--- config.mk ---
export PLATFORM = sky130hd
export DESIGN_NAME = poly_stereo_mixer
export DESIGN_NICKNAME = d
export VERILOG_FILES = /design/src/rtl/poly_stereo_mixer.sv
export SDC_FILE = /design/constraint.sdc
export NUM_CORES = 1
export LEC_CHECK = 0
export CAP_MARGIN = 10
export CELL_PAD_IN_SITES_DETAIL_PLACEMENT = 0
export CELL_PAD_IN_SITES_GLOBAL_PLACEMENT = 1
export CORE_ASPECT_RATIO = 1.1
export CORE_UTILIZATION = 25
export DETAILED_ROUTE_END_ITERATION = 10
export PLACE_DENSITY = 0.52
export SLEW_MARGIN = 15
export SYNTH_ARGS = -nofsm -noshare
export SYNTH_HDL_FRONTEND = slang
export SYNTH_SLANG_ARGS = --single-unit
--- constraint.sdc ---
create_clock -name clk -period 5.7 [get_ports clk]
set_clock_uncertainty 0.2 [all_clocks]
set_input_delay 1.425 -clock clk [delete_from_list [all_inputs] [get_ports clk]]
set_output_delay 1.425 -clock clk [all_outputs]
set_load 0.01 [all_outputs]
--- src/rtl/poly_stereo_mixer.sv ---
// rtl/poly_stereo_mixer.sv - frame-paced multi-voice stereo mixer with saturation
// Optional centre attenuation: define MIXER_CENTRE_ATTEN_EN.
module poly_stereo_mixer #(
    parameter int NUM_VOICES = 3,
    parameter int WIDTH      = 16
) (
    input  logic                          clk,
    input  logic                          reset,
    input  logic                          new_frame,
    input  logic                          stereo_on,
    input  logic                          samples_ready,
    input  logic [NUM_VOICES*WIDTH-1:0]   voice_samples,
    input  logic [NUM_VOICES*2-1:0]       voice_stereo,
    output logic                          generate_next_sample,
    output logic [WIDTH-1:0]              sample_left,
    output logic [WIDTH-1:0]              sample_right,
    output logic                          clip,
    output logic                          underrun
);

    localparam int ACC_W = WIDTH + 5;
    localparam int IDX_W = (NUM_VOICES > 1) ? $clog2(NUM_VOICES) : 1;
    localparam logic signed [ACC_W-1:0] ACC_MAX = ACC_W'((64'd1 << (WIDTH - 1)) - 64'd1);
    localparam logic signed [ACC_W-1:0] ACC_MIN = ~ACC_MAX;

    typedef enum logic [1:0] {S_IDLE, S_WAIT, S_ACCUM, S_SAT} state_t;

    state_t                         r_state;
    state_t                         w_next;
    logic                           r_nf_d;
    logic                           r_staged_valid;
    logic [WIDTH-1:0]               r_staged_l;
    logic [WIDTH-1:0]               r_staged_r;
    logic [WIDTH-1:0]               r_out_l;
    logic [WIDTH-1:0]               r_out_r;
    logic                           r_gen;
    logic                           r_clip;
    logic                           r_under;
    logic [NUM_VOICES*WIDTH-1:0]    r_samples;
    logic [NUM_VOICES*2-1:0]        r_routes;
    logic signed [ACC_W-1:0]        r_acc_l;
    logic signed [ACC_W-1:0]        r_acc_r;
    logic [IDX_W-1:0]               r_idx;

    logic                           w_frame;
    logic                           w_capture;
    logic                           w_add;
    logic                           w_sat;
    logic                           w_last;
    logic [WIDTH-1:0]               w_voice;
    logic [1:0]                     w_route;
    logic signed [ACC_W-1:0]        w_ext;
    logic signed [ACC_W-1:0]        w_addend;
    logic                           w_to_l;
    logic                           w_to_r;
    logic                           w_l_hi;
    logic                           w_l_lo;
    logic                           w_r_hi;
    logic                           w_r_lo;
    logic [WIDTH-1:0]               w_sat_l;
    logic [WIDTH-1:0]               w_sat_r;

    assign w_frame = new_frame & ~r_nf_d;
    assign w_last  = (r_idx == IDX_W'(NUM_VOICES - 1));

    // State register
    always_ff @(posedge clk or posedge reset) begin
        if (reset) begin
            r_state <= S_IDLE;
        end else begin
            r_state <= w_next;
        end
    end

    // Next-state logic: a frame event always wins and restarts the request cycle
    always_comb begin
        w_next = r_state;
        if (w_frame) begin
            w_next = S_WAIT;
        end else begin
            case (r_state)
                S_IDLE:  w_next = S_IDLE;
                S_WAIT:  if (samples_ready) w_next = S_ACCUM;
                S_ACCUM: if (w_last) w_next = S_SAT;
                S_SAT:   w_next = S_IDLE;
                default: w_next = S_IDLE;
            endcase
        end
    end

    // FSM outputs
    always_comb begin
        w_capture = 1'b0;
        w_add     = 1'b0;
        w_sat     = 1'b0;
        if (!w_frame) begin
            w_capture = (r_state == S_WAIT) && samples_ready;
            w_add     = (r_state == S_ACCUM);
            w_sat     = (r_state == S_SAT);
        end
    end

    assign w_voice = r_samples[int'(r_idx)*WIDTH +: WIDTH];
    assign w_route = r_routes[int'(r_idx)*2 +: 2];
    assign w_ext   = {{(ACC_W - WIDTH){w_voice[WIDTH-1]}}, w_voice};

`ifdef MIXER_CENTRE_ATTEN_EN
    assign w_addend = (w_route == 2'b00) ? (w_ext >>> 1) : w_ext;
`else
    assign w_addend = w_ext;
`endif

    // Mono mode collapses left/right-only routes onto both channels; mute always wins
    assign w_to_l = (w_route != 2'b11) && (!stereo_on || (w_route != 2'b10));
    assign w_to_r = (w_route != 2'b11) && (!stereo_on || (w_route != 2'b01));

    assign w_l_hi  = (r_acc_l > ACC_MAX);
    assign w_l_lo  = (r_acc_l < ACC_MIN);
    assign w_r_hi  = (r_acc_r > ACC_MAX);
    assign w_r_lo  = (r_acc_r < ACC_MIN);
    assign w_sat_l = w_l_hi ? ACC_MAX[WIDTH-1:0] : (w_l_lo ? ACC_MIN[WIDTH-1:0] : r_acc_l[WIDTH-1:0]);
    assign w_sat_r = w_r_hi ? ACC_MAX[WIDTH-1:0] : (w_r_lo ? ACC_MIN[WIDTH-1:0] : r_acc_r[WIDTH-1:0]);

    always_ff @(posedge clk or posedge reset) begin
        if (reset) begin
            r_samples <= '0;
            r_routes  <= '0;
            r_acc_l   <= '0;
            r_acc_r   <= '0;
            r_idx     <= '0;
        end else if (w_capture) begin
            r_samples <= voice_samples;
            r_routes  <= voice_stereo;
            r_acc_l   <= '0;
            r_acc_r   <= '0;
            r_idx     <= '0;
        end else if (w_add) begin
            if (w_to_l) r_acc_l <= r_acc_l + w_addend;
            if (w_to_r) r_acc_r <= r_acc_r + w_addend;
            r_idx <= r_idx + IDX_W'(1);
        end
    end

    always_ff @(posedge clk or posedge reset) begin
        if (reset) begin
            r_nf_d         <= 1'b0;
            r_staged_valid <= 1'b0;
            r_staged_l     <= '0;
            r_staged_r     <= '0;
            r_out_l        <= '0;
            r_out_r        <= '0;
            r_gen          <= 1'b0;
            r_clip         <= 1'b0;
            r_under        <= 1'b0;
        end else begin
            r_nf_d  <= new_frame;
            r_gen   <= w_frame;
            r_under <= w_frame && !r_staged_valid;
            r_clip  <= w_sat && (w_l_hi || w_l_lo || w_r_hi || w_r_lo);
            if (w_frame) begin
                r_staged_valid <= 1'b0;
                if (r_staged_valid) begin
                    r_out_l <= r_staged_l;
                    r_out_r <= r_staged_r;
                end
            end else if (w_sat) begin
                r_staged_valid <= 1'b1;
                r_staged_l     <= w_sat_l;
                r_staged_r     <= w_sat_r;
            end
        end
    end

    assign generate_next_sample = r_gen;
    assign sample_left          = r_out_l;
    assign sample_right         = r_out_r;
    assign clip                 = r_clip;
    assign underrun             = r_under;

endmodule

After elaboration in Yosys (flattened, before gate mapping)
Index checks and enable logic that the tools add are counted.
Widths: inputs -> output; s select.
{"block": "classes", "magnitude_cmp": 4, "bitwise_logic": 3, "shift": 2, "n_mux": 21, "n_reduce_logical": 23, "n_eq_ne": 9, "add_sub_neg": 3}
{"operator": "$mux 21", "count": 6}
{"operator": "$mux 16", "count": 4}
{"operator": "$shiftx 48x7->16", "count": 1}
{"operator": "$add 21x16->21", "count": 2}
{"operator": "$gt 21x16->1 const B", "count": 2}
{"operator": "$lt 21x16->1 const B", "count": 2}
{"operator": "$mux 2", "count": 5}
{"operator": "$reduce_and 2->1", "count": 5}
{"operator": "$reduce_bool 2->1", "count": 4}
{"operator": "$eq 2x2->1 const B", "count": 3}
{"operator": "$ne 3x3->1 const B", "count": 2}
{"operator": "$pmux 2 s3", "count": 1}
{"operator": "$shiftx 6x4->2", "count": 1}
{"operator": "$logic_and 1x1->1", "count": 5}
{"operator": "$logic_or 1x1->1", "count": 5}
{"operator": "$mux 1", "count": 5}
{"operator": "$ne 2x2->1 const B", "count": 2}
{"operator": "$add 2x1->2 const B", "count": 1}
{"operator": "$eq 2x1->1 const B", "count": 1}
{"operator": "$logic_not 1->1", "count": 2}
{"operator": "$logic_not 2->1", "count": 1}
{"operator": "$ne 2x1->1 const B", "count": 1}
{"operator": "$not 1->1", "count": 2}
{"operator": "$reduce_or 2->1", "count": 1}
{"operator": "$and 1x1->1", "count": 1}
{"block": "totals", "elab_cells": 80, "out_inout_bits": 35, "reg_bits": 169, "in_bits": 59}

Logic depth before layout (Yosys ltp)
Gate-level depths: netlist of the first run.
{"block": "depth", "ltp_word": 7, "depth_mapped": 15}

Worst setup path after synthesis of the first run
OpenSTA, ideal clock, no wires.
{"block": "synth_path", "path_kind": "register to register", "startpoint": "reg r_idx[1]", "endpoint": "reg r_acc_l[16]", "path_stages_with_launch": 13, "period_less_slack_ns": 3.269, "path_buffers": 2, "arrival_ns": 2.943, "path_slack_ns": 2.431, "setup_ns": 0.126, "cell_sequence": "dfrtp_1 > buf_6 > buf_1 > mux2i_1 > o21ai_0 > ha_1 > nand4_1 > nor3_2 > o31ai_4 > a21boi_2 > nand4_1 > mux2i_1 > a311o_1"}
{"block": "synth_between", "elab_chain_len": 6, "elab_cells_between_ends": 12, "classes_between": "1 x add/sub; 2 x eq/ne; 2 x shift; 3 x mux; 4 x reduce/logical"}
{"item": "start: declaration", "line": "43", "source": "logic [IDX_W-1:0] r_idx;"}
{"item": "start signal: assignment", "line": "140", "source": "r_idx <= r_idx + IDX_W'(1);"}
{"item": "parallel branches: the longest is 6 deep, another holds $add 21x16->21"}
{"item": "end signal: assignment", "line": "138", "source": "if (w_to_l) r_acc_l <= r_acc_l + w_addend;"}
{"item": "end: declaration", "line": "41", "source": "logic signed [ACC_W-1:0] r_acc_l;"}
Several ways; the timed one is not identified. The select of a mux whose other input is x is not followed.
A chain may end at the register's enable or synchronous reset.

Final worst setup path of the first run
{"block": "layout_path", "startpoint": "reg r_idx[1]", "endpoint": "reg r_acc_l[18]"}
The elaborated chain is that of the path after synthesis.

==> results of run 1 <==
## power by group through the flow
stage | combinational (uW) | sequential [uW] | clock, uW
3_5_place_dp | 3470 | 2130 | 0
2_1_floorplan | 2480 | 2050 | 0
5_1_grt | 3890 | 2170 | 1270
4_1_cts | 3490 | 2110 | 1230
6_report | 3450 | 2090 | 1180
3_3_place_gp | 3460 | 2130 | 0
## area by class of cell
class                   count  area (um2)  area share
clock buffers              18         439      0.0392
multi-input cells         762        4630       0.413
inverters                  23        90.1     0.00804
flip-flops and latches    169        4230       0.378
well taps                 487         609      0.0544
repair buffers            107        1070      0.0959
clock inverters            13         133      0.0118
## critical path: stages (launching register included)
cell and delay [ps]:
sky130_fd_sc_hd__dfrtp_1 380, sky130_fd_sc_hd__nor2b_1 550, sky130_fd_sc_hd__buf_4 310, sky130_fd_sc_hd__nand2_1 80
sky130_fd_sc_hd__o21ai_0 280, sky130_fd_sc_hd__ha_1 320, sky130_fd_sc_hd__nand4_1 170, sky130_fd_sc_hd__nor3_2 290
sky130_fd_sc_hd__o31ai_4 130, sky130_fd_sc_hd__a21boi_2 310, sky130_fd_sc_hd__nand4_1 200, sky130_fd_sc_hd__mux2i_1 150
sky130_fd_sc_hd__a311o_1 320
## cells in the mapped netlist, types with 4 or more instances
master | n | share of area
sky130_fd_sc_hd__a211oi_1 | 8 | 0.0066
sky130_fd_sc_hd__a31oi_1 | 7 | 0.0048
sky130_fd_sc_hd__xor2_1 | 12 | 0.011
sky130_fd_sc_hd__nor2_1 | 69 | 0.028
sky130_fd_sc_hd__a21oi_2 | 4 | 0.0038
sky130_fd_sc_hd__ha_1 | 45 | 0.061
sky130_fd_sc_hd__o21ai_0 | 39 | 0.021
sky130_fd_sc_hd__mux2i_1 | 22 | 0.024
sky130_fd_sc_hd__nand2b_1 | 4 | 0.0027
sky130_fd_sc_hd__and3_1 | 10 | 0.0068
sky130_fd_sc_hd__mux2_2 | 34 | 0.042
sky130_fd_sc_hd__buf_1 | 10 | 0.0041
sky130_fd_sc_hd__o21ai_1 | 8 | 0.0044
sky130_fd_sc_hd__a21o_1 | 14 | 0.011
sky130_fd_sc_hd__buf_2 | 12 | 0.0066
sky130_fd_sc_hd__nor3_1 | 10 | 0.0055
sky130_fd_sc_hd__nand2_1 | 237 | 0.097
sky130_fd_sc_hd__clkbuf_1 | 30 | 0.012
sky130_fd_sc_hd__or3_1 | 7 | 0.0048
sky130_fd_sc_hd__nor4_1 | 4 | 0.0027
sky130_fd_sc_hd__and2_1 | 5 | 0.0034
sky130_fd_sc_hd__nand3_1 | 28 | 0.015
sky130_fd_sc_hd__o21a_1 | 8 | 0.0066
sky130_fd_sc_hd__inv_1 | 23 | 0.0094
sky130_fd_sc_hd__nand4_1 | 13 | 0.0089
sky130_fd_sc_hd__dfrtp_1 | 169 | 0.46
sky130_fd_sc_hd__xnor2_1 | 11 | 0.011
sky130_fd_sc_hd__a21oi_1 | 109 | 0.060
## worst max path at each step
stage / slack [ps] / endpoint / start / cells after the start
2_1_floorplan: 1920 / clip / reset / 1
6_report: 1890 / r_acc_l[18] / r_idx[1] / 12
3_3_place_gp: 1800 / r_acc_l[16] / new_frame / 9
4_1_cts: 1870 / r_acc_l[18] / r_idx[1] / 12
5_1_grt: 1650 / r_acc_r[20] / r_idx[0] / 13
3_5_place_dp: 1780 / r_acc_l[12] / new_frame / 8
## cell families (layout without fill, tap and decap cells)
group	Yosys count	count (layout)	synth area share
XOR/XNOR	23	23	0.0220
AO/OA/AOI/OAI	238	238	0.165
AND/OR/NAND/NOR	398	398	0.185
adder cells (fa/ha/maj)	47	47	0.0658
buffers and inverters	77	161	0.0348
flip-flops	169	169	0.462
multiplexers	56	56	0.0658
## state kept, by name (all words and copies together) (netlist names)
name and flops:
r_acc_l 21, r_idx 2, clip 1, r_nf_d 1
underrun 1, r_acc_r 21, r_staged_valid 1, r_routes 6
r_staged_l 16, generate_next_sample 1, r_samples 48, sample_right 16
sample_left 16, r_state 2, r_staged_r 16
## per-stage QoR
step / power [uW] / cell area (um2) / utilization
CTS: 6820 / 11200 / 0.310
floorplan: 4530 / 9170 / -
global route: 7340 / 11200 / 0.310
finish: 6720 / 11200 / 0.310
global placement: 5590 / 10600 / 0.294
detailed placement: 5600 / 10600 / 0.294
## routing by layer
layer | vias up | track usage | share of wire | wire length [um]
li1 | 3651 | - | - | -
met1 | 3487 | 0.197 | 0.50 | 12500
met2 | 135 | 0.218 | 0.46 | 11400
met3 | 15 | 0.0201 | 0.030 | 748
met4 | 0 | 0.0429 | 0.013 | 327
met5 | - | 0 | 0 | 0
==> results.md, run 1 <==
- The run finished with clean final reports.
- The total nets after synthesis is 1114.
- The slew of the pin with the lowest slew margin is 1090 ps.
- The endpoint identified for the worst register-to-register timing path is r_acc_l[18].
- Dividing the synthesized area by the synthesized cell count gives 9.09 um2.
- The maximum number of buffers from clock root to sink is 2.
- The number of cells traversed by the worst register-to-register path is 12.
- The count of nets after finishing is 1186.
- The maximum clock rate is 263 MHz.
- The number of antenna diodes in the final layout is 0.
- The library cells used most frequently in the layout, excluding fill and tap cells, are sky130_fd_sc_hd__nand2_1, sky130_fd_sc_hd__dfrtp_1, sky130_fd_sc_hd__a21oi_1.
- The worst slack at placement is 1780 ps.
- The dominant synthesized flop cell is sky130_fd_sc_hd__dfrtp_1.
- After clock tree synthesis, the repair step resized 0 gates.
- The final critical path time including I/O delays and setup is 3810 ps.
- The worst-case IR drop observed on VDD is 0.239 mV.
- The number of antenna-violating nets in the routed design is 0.
- At the worst endpoint, the required time is 5820 ps.
- After layout, the worst setup slack is 1890 ps.
- Of the total power, the share spent switching nets is 0.434.
- The post-placement cell count is 1548.
- Counting distinct cell types in the post-synthesis netlist gives 62.
- The remaining global-route overflow is 0.
- The leakage power is 0.00501 uW.
- Synthesis produced 1008 cells.
- The net switching power of the design is 2920 uW.
- Of the total power, registers draw 0.312.
- The CTS clock-pin slew for the worst setup and hold paths is 80 ps.
- Setup repair after global routing left no endpoint under its margin.
- In the routed layout, each cell is associated on average with a via count of 4.62.
- Of the total power, combinational logic draws 0.513.
- For this run, the total global-route usage over all layers was measured as 0.140.
- The number of pins exceeding their max-slew limit in the final report is 0.
- Of the cells placed in the final design, the portion with a size suffix greater than 1 is 0.0962.
- For this configuration, the core starts out at a cell density of 0.254.
- The total of warnings raised by yosys is 0.
- Dividing the detail-routed wire length by the instance count gives 15.9 um.
- The boundary pin count is 94.
- The number of flops mapped to enable cells by yosys is 0.
- Of the total power, the clock network draws 0.176.
- The startpoint of the worst-slack reg-to-reg timing path is r_idx[1].
- The placed wire-length estimate after detailed placement is 18000 um.
- The kind of critical path is reg2reg.
- The startpoint class of the critical path is a flop.
- The startpoint of the most critical hold path is r_staged_valid.
- The die is 185 um wide.
- The final layout contains routed wiring with a total length of 25000 um.
- The power density relative to cell area is 600 nW/um2.
- The CTS tree is built.
- The number of vias in the routed layout is 7288.
- The post-synthesis sequential element count is 169.
- The number of failing setup endpoints in the final timing report is 0.
- Of the available clock period, the critical path in the final layout requires 0.668.
- The relative slew slack is 0.274.
- Measured along the y axis, the die boundary spans 203 um.
- The DRC violation count after routing is 0.
- The non-filler instance count after layout is 1579.
- The nature of the critical path endpoint is a flop.
- The first TritonRoute pass finished after 4 iterations.
- The later pin in the worst-skew pair is clocked with a latency of 440 ps.
- At the worst endpoint, the arrival time is 3930 ps.
- The initial antenna violation count is 0.
- Clock tree synthesis found a total of 169 sinks.
- The worst hold margin is 261 ps.
- For this run, asynchronously set or reset flops after synthesis account for 1.00.
- Of all nets on the critical path, the largest fanout is 11.
- During placement, the flow inserted port buffers numbering 93.
- The hold-critical path depth is 1.
- The worst reg-to-reg setup slack is 1890 ps.
- The count of maximum capacitance violations is 0.
- The maximum level of the CTS H-tree is 4.
- After synthesis the cells add up to 9160 um2.
- The maximum number of pins on one net before global-route repair is 80.
- The growth of design area from synthesis to finish is 22.2%.
- The die covers 37400 um2.
- Of the synthesized area, sequential elements account for 0.462.
- The number of post-CTS setup repair buffers is 0.
- The library cell used most frequently in the layout, excluding fill and tap cells, is sky130_fd_sc_hd__nand2_1.
- The placer's final routability congestion estimate is 0.821.
- Summed over all failing endpoints, the final setup total negative slack is 0 ps.
- The number of fill cells is 3838.
- The core box area is 36100 um2.
- The tightest min-delay check is of the reg2reg type.
- The via count of the first global-routing pass came to 7308.
- The quantity of hold-fixing buffers added after cts is 0.
- The violation count after the first detailed-routing iteration is 303.
- The site row count is 73.
- The first-pass GRT wire length is 40600 um.
- The hold-critical path endpoint is underrun.
- The final-report hold violation count is 0.
- In this run the clock root is driven by a sky130_fd_sc_hd__clkbuf_16.
- The internal power component is 3800 uW.
- The number of buffers created by CTS is 17.
Note: power is estimated with default switching activity, not from simulation.
==> run 2: changes to the inputs <==
==> constraint.sdc (replaced) <==
create_clock -name clk -period 3.15 [get_ports clk]
set_clock_uncertainty 0.2 [all_clocks]
set_input_delay 0.7875 -clock clk [delete_from_list [all_inputs] [get_ports clk]]
set_output_delay 0.7875 -clock clk [all_outputs]
set_load 0.01 [all_outputs]
==> results.md, run 2 (same netlist as run 1, synthesis figures left out) <==
- The cell at the slowest stage of the critical path is sky130_fd_sc_hd__a311oi_4.
- The maximum number of buffers from clock root to sink is 2 (unchanged).
- The worst setup path is captured at a flop.
- The number of flip-flops in the largest register came to 48 (unchanged).
- The worst slack at placement is -280 ps (-2060 ps).
- The violation count after the first detailed-routing iteration is 289 (-4.6%).
- The tightest min-delay check is of the reg2reg type.
- The library cells used most frequently in the layout, excluding fill and tap cells, are sky130_fd_sc_hd__nand2_1, sky130_fd_sc_hd__dfrtp_1, sky130_fd_sc_hd__buf_4.
- The worst endpoint required time was 3270 ps (-2550 ps).
- The endpoint of the worst setup timing path is r_acc_r[16].
- The growth of design area from synthesis to finish is 43.1%.
- The antenna diode instance count is 0 (unchanged).
- The DRC violation count after routing is 0 (unchanged).
- The initial antenna violation count came to 0 (unchanged).
- The site row count is 73 (unchanged).
- The initial core utilization was 0.254 (unchanged).
- The worst vdd rail ir drop is 0.475 mV (+99%).
- Setup repair after global routing could not meet its margin everywhere.
- The highest cell delay on the worst timing path is 600 ps (+50 ps).
- The post-layout worst setup margin is -35.6 ps (-1930 ps).
- The final-report hold violation count is 0 (unchanged).
- The fraction of power spent switching nets was 0.404 (-0.0300).
- The floorplan die height is 203 um (unchanged).
- The net switching power of the design is 6120 uW (+110%).
- The via count of the first global-routing pass is 7882 (+7.9%).
- The maximum number of pins on one net before global-route repair is 55 (-31%).
- The placed wire-length estimate after detailed placement was 19900 um (+10%).
- The placer's final routability congestion estimate is 0.826 (+0.58%).
- The number of fill cells is 3666 (-4.5%).
- The all-layer global routing usage came to 0.146 (+0.00689).
- The final critical path time including I/O delays and setup came to 3190 ps (-620 ps).
- The internal power component came to 9020 uW (+140%).
- The remaining global-route overflow was 0 (unchanged).
- The startpoint of the worst-slack reg-to-reg timing path is r_idx[1].
- The number of failing setup endpoints in the final timing report is 6 (+6).
- The number of buffers created by CTS is 17 (unchanged).
- The hold-critical path depth is 1 (unchanged).
- The number of vias in the routed layout came to 7794 (+6.9%).
- The post-placement cell count is 1682 (+8.7%).
- The area enclosed by the die boundary is 37400 um2 (unchanged).
- The fraction of the cycle the final worst path needs is 1.01 (+0.344).
- The CTS clock-pin slew for the worst setup and hold paths is 80 ps (about the same).
- The flow ran to the end, but the final reports show violations.
- The summed negative setup slack over all endpoints is -82.7 ps (-82.7 ps).
- The maximum level of the CTS H-tree is 4 (unchanged).
- The portion of total power attributed to sequential cells is 0.256 (-0.056).
- The worst reg-to-reg setup slack was -40 ps (-1930 ps).
- The overall routed net length is 27000 um (+8.0%).
- The routed metal-1 wirelength is 13300 um (+6.2%).
- The number of pins exceeding their max-slew limit in the final report is 0 (unchanged).
- The largest registers in the layout are r_samples: 48 flops, r_acc_l: 21 flops, r_acc_r: 21 flops.
- The proportion of power drawn by the clock network is 0.156 (-0.020).
- The maximum clock rate is 314 MHz (+19%).
- The kind of critical path is reg2reg.
- Clock tree synthesis selected as its root buffer the cell sky130_fd_sc_hd__clkbuf_16.
- The count of nets after finishing came to 1336 (+13%).
- The final reports fail on negative setup slack.
- The startpoint of the most critical hold path is r_staged_valid.
- The first-pass GRT wire length is 42500 um (+4.9%).
- TritonCTS built the clock tree.
- The data arrival time of the critical path is 3300 ps (-630 ps).
- The CTS sink count is 169 (unchanged).
- The met2 wire length was 12500 um (+9.2%).
- The boundary pin count is 94 (unchanged).
- The share of power burned in combinational logic was 0.588 (+0.075).
- The leakage power is 0.00590 uW (+18%).
- The non-filler instance count after layout was 1730 (+9.6%).
- The detailed-routing iteration count for the pre-antenna-repair pass is 4 (unchanged).
- The quantity of I/O buffers inserted on ports is 93 (unchanged).
- The mean number of vias per cell is 4.51 (-2.4%).
- The source-to-sink clock delay at the later pin of the worst-skew pair came to 450 ps (about the same).
- The most critical setup path has its startpoint at r_idx[1].
- The core box area is 36100 um2 (unchanged).
- The count of maximum capacitance violations is 0 (unchanged).
- The number of cells traversed by the worst register-to-register path is 13 (+1).
- The fraction of layout instances using a drive strength above 1 came to 0.267 (+0.171).
- Routed signal wires occupy layers up through met4.
- The power density relative to cell area is 1160 nW/um2 (+92%).
- The maximum fanout count along the critical path was 6 (-5).
- Traced cell by cell, the critical path runs through nor2b_4 > buf_8 > buf_4 > nand2_1 > o21ai_0 > buf_4 > ha_1 > nand2_1 > nor2_1 > a311oi_4 > nor2_1 > a31oi_1 > a21oi_1.
- The startpoint class of the critical path is a flop.
- The routed length on met3 is 724 um (-3.2%).
- The leading cell type in the layout, fill and taps excluded is sky130_fd_sc_hd__nand2_1.
- The detail-routed net length per standard cell is 15.6 um (-1.4%).
- The number of antenna-violating nets in the routed design is 0 (unchanged).
- The post-layout utilization of the core came to 0.363 (+0.0530).
- The relative slew slack is 0.283 (+0.00927).
- The register name with the most flops is r_samples.
- The slew of the pin with the lowest slew margin came to 1080 ps (-13.9 ps).
- The die width is 185 um (unchanged).
- The capturing point of the worst reg2reg path is r_acc_r[16].
- The quantity of hold-fixing buffers added after cts is 0 (unchanged).
[run 2: cell count changes in the layout (fill, tap and decap cells not counted), sizes merged]
cell / previous run / this run
buf: 14 / 161
bufinv: 1 / 4
clkbuf: 18 / 20
inv: 30 / 29
[run 2: worst max-delay path: cells and delay by family, from the launching register on]
kind,cells,cell delay [ps]
adder cells (fa/ha/maj),1,300
buffers and inverters,3,440
AO/OA/AOI/OAI,4,1000
flip-flops,1,500
AND/OR/NAND/NOR,5,610
[run 2: through the flow]
stage / total power (uW) / cell area [um2] / hold WS, ps
after floorplan: 8200 / 9170 / 226
after global placement: 11600 / 11700 / 240
after detailed placement: 11700 / 11700 / 235
after CTS: 14300 / 12400 / 246
after global routing: 16400 / 13100 / 277
final: 15100 / 13100 / 246
[run 2: layout make-up]
| type | instances | area [um2] | share of cell area |
|---|---|---|---|
| Sequential cell | 169 | 4230 | 0.323 |
| Inverter | 23 | 96.3 | 0.00735 |
| Timing Repair inverter | 1 | 7.51 | 0.000573 |
| Clock inverter | 14 | 209 | 0.0159 |
| Tap cell | 487 | 609 | 0.0465 |
| Multi-Input combinational cell | 762 | 5210 | 0.397 |
| Timing Repair Buffer | 256 | 2320 | 0.177 |
| Clock buffer | 18 | 429 | 0.0327 |
[run 2: worst min path at each step]
stage and to:
6_report underrun, 5_1_grt underrun, 4_1_cts underrun, 3_5_place_dp underrun, 3_3_place_gp underrun, 2_1_floorplan underrun
[run 2: layer usage]
| metal | vias to the layer above | global-route usage |
|---|---|---|
| met5 | - | 0 |
| met4 | 0 | 0.0467 |
| met3 | 31 | 0.0237 |
| met2 | 116 | 0.233 |
| met1 | 3707 | 0.202 |
| li1 | 3940 | - |
[run 2: what timing repair did]
item                                    in CTS  in global routing
endpoints found under the setup margin      26                 29
resized for setup                           22                 95
setup buffers                                3                 11
gates cloned                                 1                  2
pin swaps                                    7                 39
[run 2: power groups by stage]
| stage | Clock, uW | Sequential [uW] | Combinational, uW |
|---|---|---|---|
| floorplan | 0 | 3710 | 4490 |
| global placement | 0 | 3860 | 7790 |
| detailed placement | 0 | 3870 | 7820 |
| CTS | 2450 | 3830 | 8050 |
| global route | 2520 | 4010 | 9850 |
| finish | 2360 | 3880 | 8910 |
==> run 3: changes to the inputs <==
--- a/config.mk
+++ b/config.mk
@@ -11,7 +11,8 @@
 export CORE_ASPECT_RATIO = 1.1
 export CORE_UTILIZATION = 25
 export DETAILED_ROUTE_END_ITERATION = 10
-export PLACE_DENSITY = 0.52
+export MAX_ROUTING_LAYER = met4
+export PLACE_DENSITY = 0.51
 export SLEW_MARGIN = 15
 export SYNTH_ARGS = -nofsm -noshare
 export SYNTH_HDL_FRONTEND = slang
==> constraint.sdc (replaced) <==
create_clock -name clk -period 3.2 [get_ports clk]
set_clock_uncertainty 0.2 [all_clocks]
set_input_delay 0.64 -clock clk [delete_from_list [all_inputs] [get_ports clk]]
set_output_delay 0.64 -clock clk [all_outputs]
set_load 0.01 [all_outputs]
==> results.md, run 3 (same netlist as run 1, synthesis figures left out) <==
- The initial core utilization was 0.254 (unchanged).
- The remaining global-route overflow is 0 (unchanged).
- The post-layout utilization of the core is 0.356 (-0.00763).
- The initial antenna violation count was 0 (unchanged).
- The antenna diode instance count came to 0 (unchanged).
- The post-placement cell count was 1666 (-0.95%).
- By instance count, the cell type seen most on the critical path is sky130_fd_sc_hd__buf_4.
- Among cell families on the critical path, the largest total delay comes from compound AO/OA/AOI/OAI gates.
- The first-pass GRT wire length was 42800 um (+0.57%).
- The power density relative to cell area is 1140 nW/um2 (-1.5%).
- The placed wire-length estimate after detailed placement is 19600 um (-1.5%).
- The maximum clock rate came to 319 MHz (+1.7%).
- STA classifies the critical path endpoint as a flop.
- The number of fill cells is 3693 (+0.74%).
- The count of maximum capacitance violations is 0 (unchanged).
- The multi-input combinational cell area was 5100 um2 (-2.1%).
- The number of vias in the routed layout was 7785 (-0.12%).
- The quantity of I/O buffers inserted on ports is 93 (unchanged).
- The highest cell delay on the worst timing path came to 480 ps (-120 ps).
- The worst vdd rail ir drop was 0.486 mV (+2.4%).
- The leakage power is 0.00577 uW (-2.3%).
- The post-layout worst setup margin is 66.6 ps (+102 ps).
- The tree is rooted in a sky130_fd_sc_hd__clkbuf_16.
- The worst slack at placement is -212 ps (+67.5 ps).
- The summed negative setup slack over all endpoints was 0 ps (+82.7 ps).
- The fraction of the cycle the final worst path needs was 0.979 (-0.0321).
- The startpoint class of the critical path is a flop.
- The all-layer global routing usage came to 0.153 (+0.00610).
- The mean number of vias per cell is 4.54 (+0.88%).
- The flow ran to the end, and the final reports show no timing, DRC or antenna violations.
- The worst endpoint required time is 3310 ps (+40 ps).
- The path class of the tightest hold or removal check is reg2reg.
- The CTS sink count is 169 (unchanged).
- Setup repair after global routing could not meet its margin everywhere.
- The final critical path time including I/O delays and setup is 3130 ps (-52.2 ps).
- The number of failing setup endpoints in the final timing report is 0 (-6).
- The number of pins exceeding their max-slew limit in the final report is 0 (unchanged).
- Leaving out fill and tap cells, the most frequent cells in the layout are sky130_fd_sc_hd__nand2_1, sky130_fd_sc_hd__dfrtp_1, sky130_fd_sc_hd__buf_4.
- The DRC violation count after routing came to 0 (unchanged).
- The cell at the slowest stage of the critical path is sky130_fd_sc_hd__dfrtp_2.
- The site row count is 73 (unchanged).
- The CTS clock-pin slew for the worst setup and hold paths is 70 ps (about the same).
- The number of buffers created by CTS was 17 (unchanged).
- The maximum number of pins on one net before global-route repair is 44 (-20%).
- The growth of design area from synthesis to finish is 40.1%.
- The count of nets after finishing is 1320 (-1.2%).
- The kind of critical path is reg2reg.
- The maximum fanout count along the critical path was 6 (unchanged).
- The detail-routed net length per standard cell is 15.7 um (+0.43%).
- The sequential standard cell area is 4230 um2 (unchanged).
- The detailed-routing iteration count for the pre-antenna-repair pass came to 5 (+1).
- Walking the worst path, the cells encountered are clkbuf_16 > mux2i_1 > o21ai_0 > buf_4 > buf_4 > ha_1 > nand4_1 > or3_1 > o211ai_1 > a31oi_1 > xor2_1 > o21ai_1.
- The slew of the pin with the lowest slew margin came to 657 ps (-418 ps).
- In the final layout, the registers with the most flip-flops are r_samples: 48 flops, r_acc_l: 21 flops, r_acc_r: 21 flops.
- The maximum number of buffers from clock root to sink is 2 (unchanged).
- The relative slew slack is 0.562 (+0.279).
- The non-filler instance count after layout is 1713 (-0.98%).
- The maximum level of the CTS H-tree is 4 (unchanged).
- The final-report hold violation count was 0 (unchanged).
- Ranked by flip-flop count, first place goes to r_samples.
- The overall routed net length is 26900 um (-0.55%).
- Leaving out fill and tap cells, the most frequent cell in the layout is sky130_fd_sc_hd__nand2_1.
- The floorplan die height is 203 um (unchanged).
- The number of flip-flops in the largest register is 48 (unchanged).
- The source-to-sink clock delay at the later pin of the worst-skew pair came to 440 ps (about the same).
- The fraction of layout instances using a drive strength above 1 is 0.241 (-0.0257).
- The number of antenna-violating nets in the routed design came to 0 (unchanged).
- The data arrival time of the critical path was 3250 ps (-50 ps).
- The via count of the first global-routing pass was 7745 (-1.7%).
- The die width came to 185 um (unchanged).
- The worst hold margin was 242 ps (-3.38 ps).
- The placer's final routability congestion estimate came to 0.844 (+2.2%).
- The core box area is 36100 um2 (unchanged).
- The boundary pin count came to 94 (unchanged).
- The CTS tree is built.
- The critical path buffer and inverter count is 3 (unchanged).
- The violation count after the first detailed-routing iteration was 409 (+42%).
- The area enclosed by the die boundary came to 37400 um2 (unchanged).
[run 3: changes by cell type in the layout (fill, tap and decap cells not counted), sizes merged]
| cell | previous run | this run |
|---|---|---|
| buf | 161 | 147 |
| inv | 29 | 25 |
| clkinvlp | 4 | 6 |
| clkinv | 1 | 0 |
[run 3: worst register-to-register path, delay by kind of cell, from the launching register on]
| family | cells | cell delay [ps] |
|---|---|---|
| flip-flops | 1 | 480 |
| XOR/XNOR | 1 | 190 |
| multiplexers | 1 | 210 |
| AO/OA/AOI/OAI | 4 | 630 |
| adder cells (fa/ha/maj) | 1 | 310 |
| buffers and inverters | 3 | 500 |
| AND/OR/NAND/NOR | 2 | 500 |
[run 3: path summary, 6_finish.rpt]
check | startpoint | to | slack [ps] | depth (start not counted)
worst max register to register | r_idx[1] | r_acc_r[17] | 70 | 12
worst min-delay path | r_staged_valid | underrun | 240 | 1
max in group asynchronous | reset | sample_right[9] | 1650 | 3
worst max-delay path | r_idx[1] | r_acc_r[17] | 70 | 12
worst min register to register | r_staged_valid | underrun | 240 | 1
min in group asynchronous | reset | r_acc_r[18] | 420 | 2
[run 3: per-layer routing]
layer,vias to the layer above,routed length (um),part of all wire,track usage
met5,-,0,0,-
met4,0,306,0.011,0.0417
met3,15,574,0.021,0.0210
met2,105,12800,0.48,0.241
met1,3746,13200,0.49,0.203
li1,3919,-,-,-
[run 3: layout make-up]
class                   instances  area share
repair buffers                241       0.169
clock inverters                12      0.0146
multi-input cells             762       0.397
well taps                     487      0.0475
clock buffers                  19      0.0353
inverters                      23     0.00731
flip-flops and latches        169       0.330
[run 3: timing repair]
| action | 4_1_cts | 5_1_grt |
|---|---|---|
| resized for setup | 14 | 73 |
| setup endpoints to repair | 17 | 25 |
| gates cloned | 0 | 1 |
| hold buffers | 0 | 0 |
| pin swaps | 5 | 36 |
| buffers inserted | 7 | 9 |
[run 3: report_power, final]
group          internal [uW]  total [uW]  leakage [uW]  switching (uW)
logic                   4280        8490       0.00342            4210
clock network           1360        2300      0.000301             945
registers               3090        3810       0.00205             718
[run 3: through the flow]
step | total power (uW) | area, um2
6_report | 14600 | 12800
2_1_floorplan | 8070 | 9170
3_3_place_gp | 11400 | 11600
5_1_grt | 15800 | 12800
3_5_place_dp | 11400 | 11600
4_1_cts | 14000 | 12300
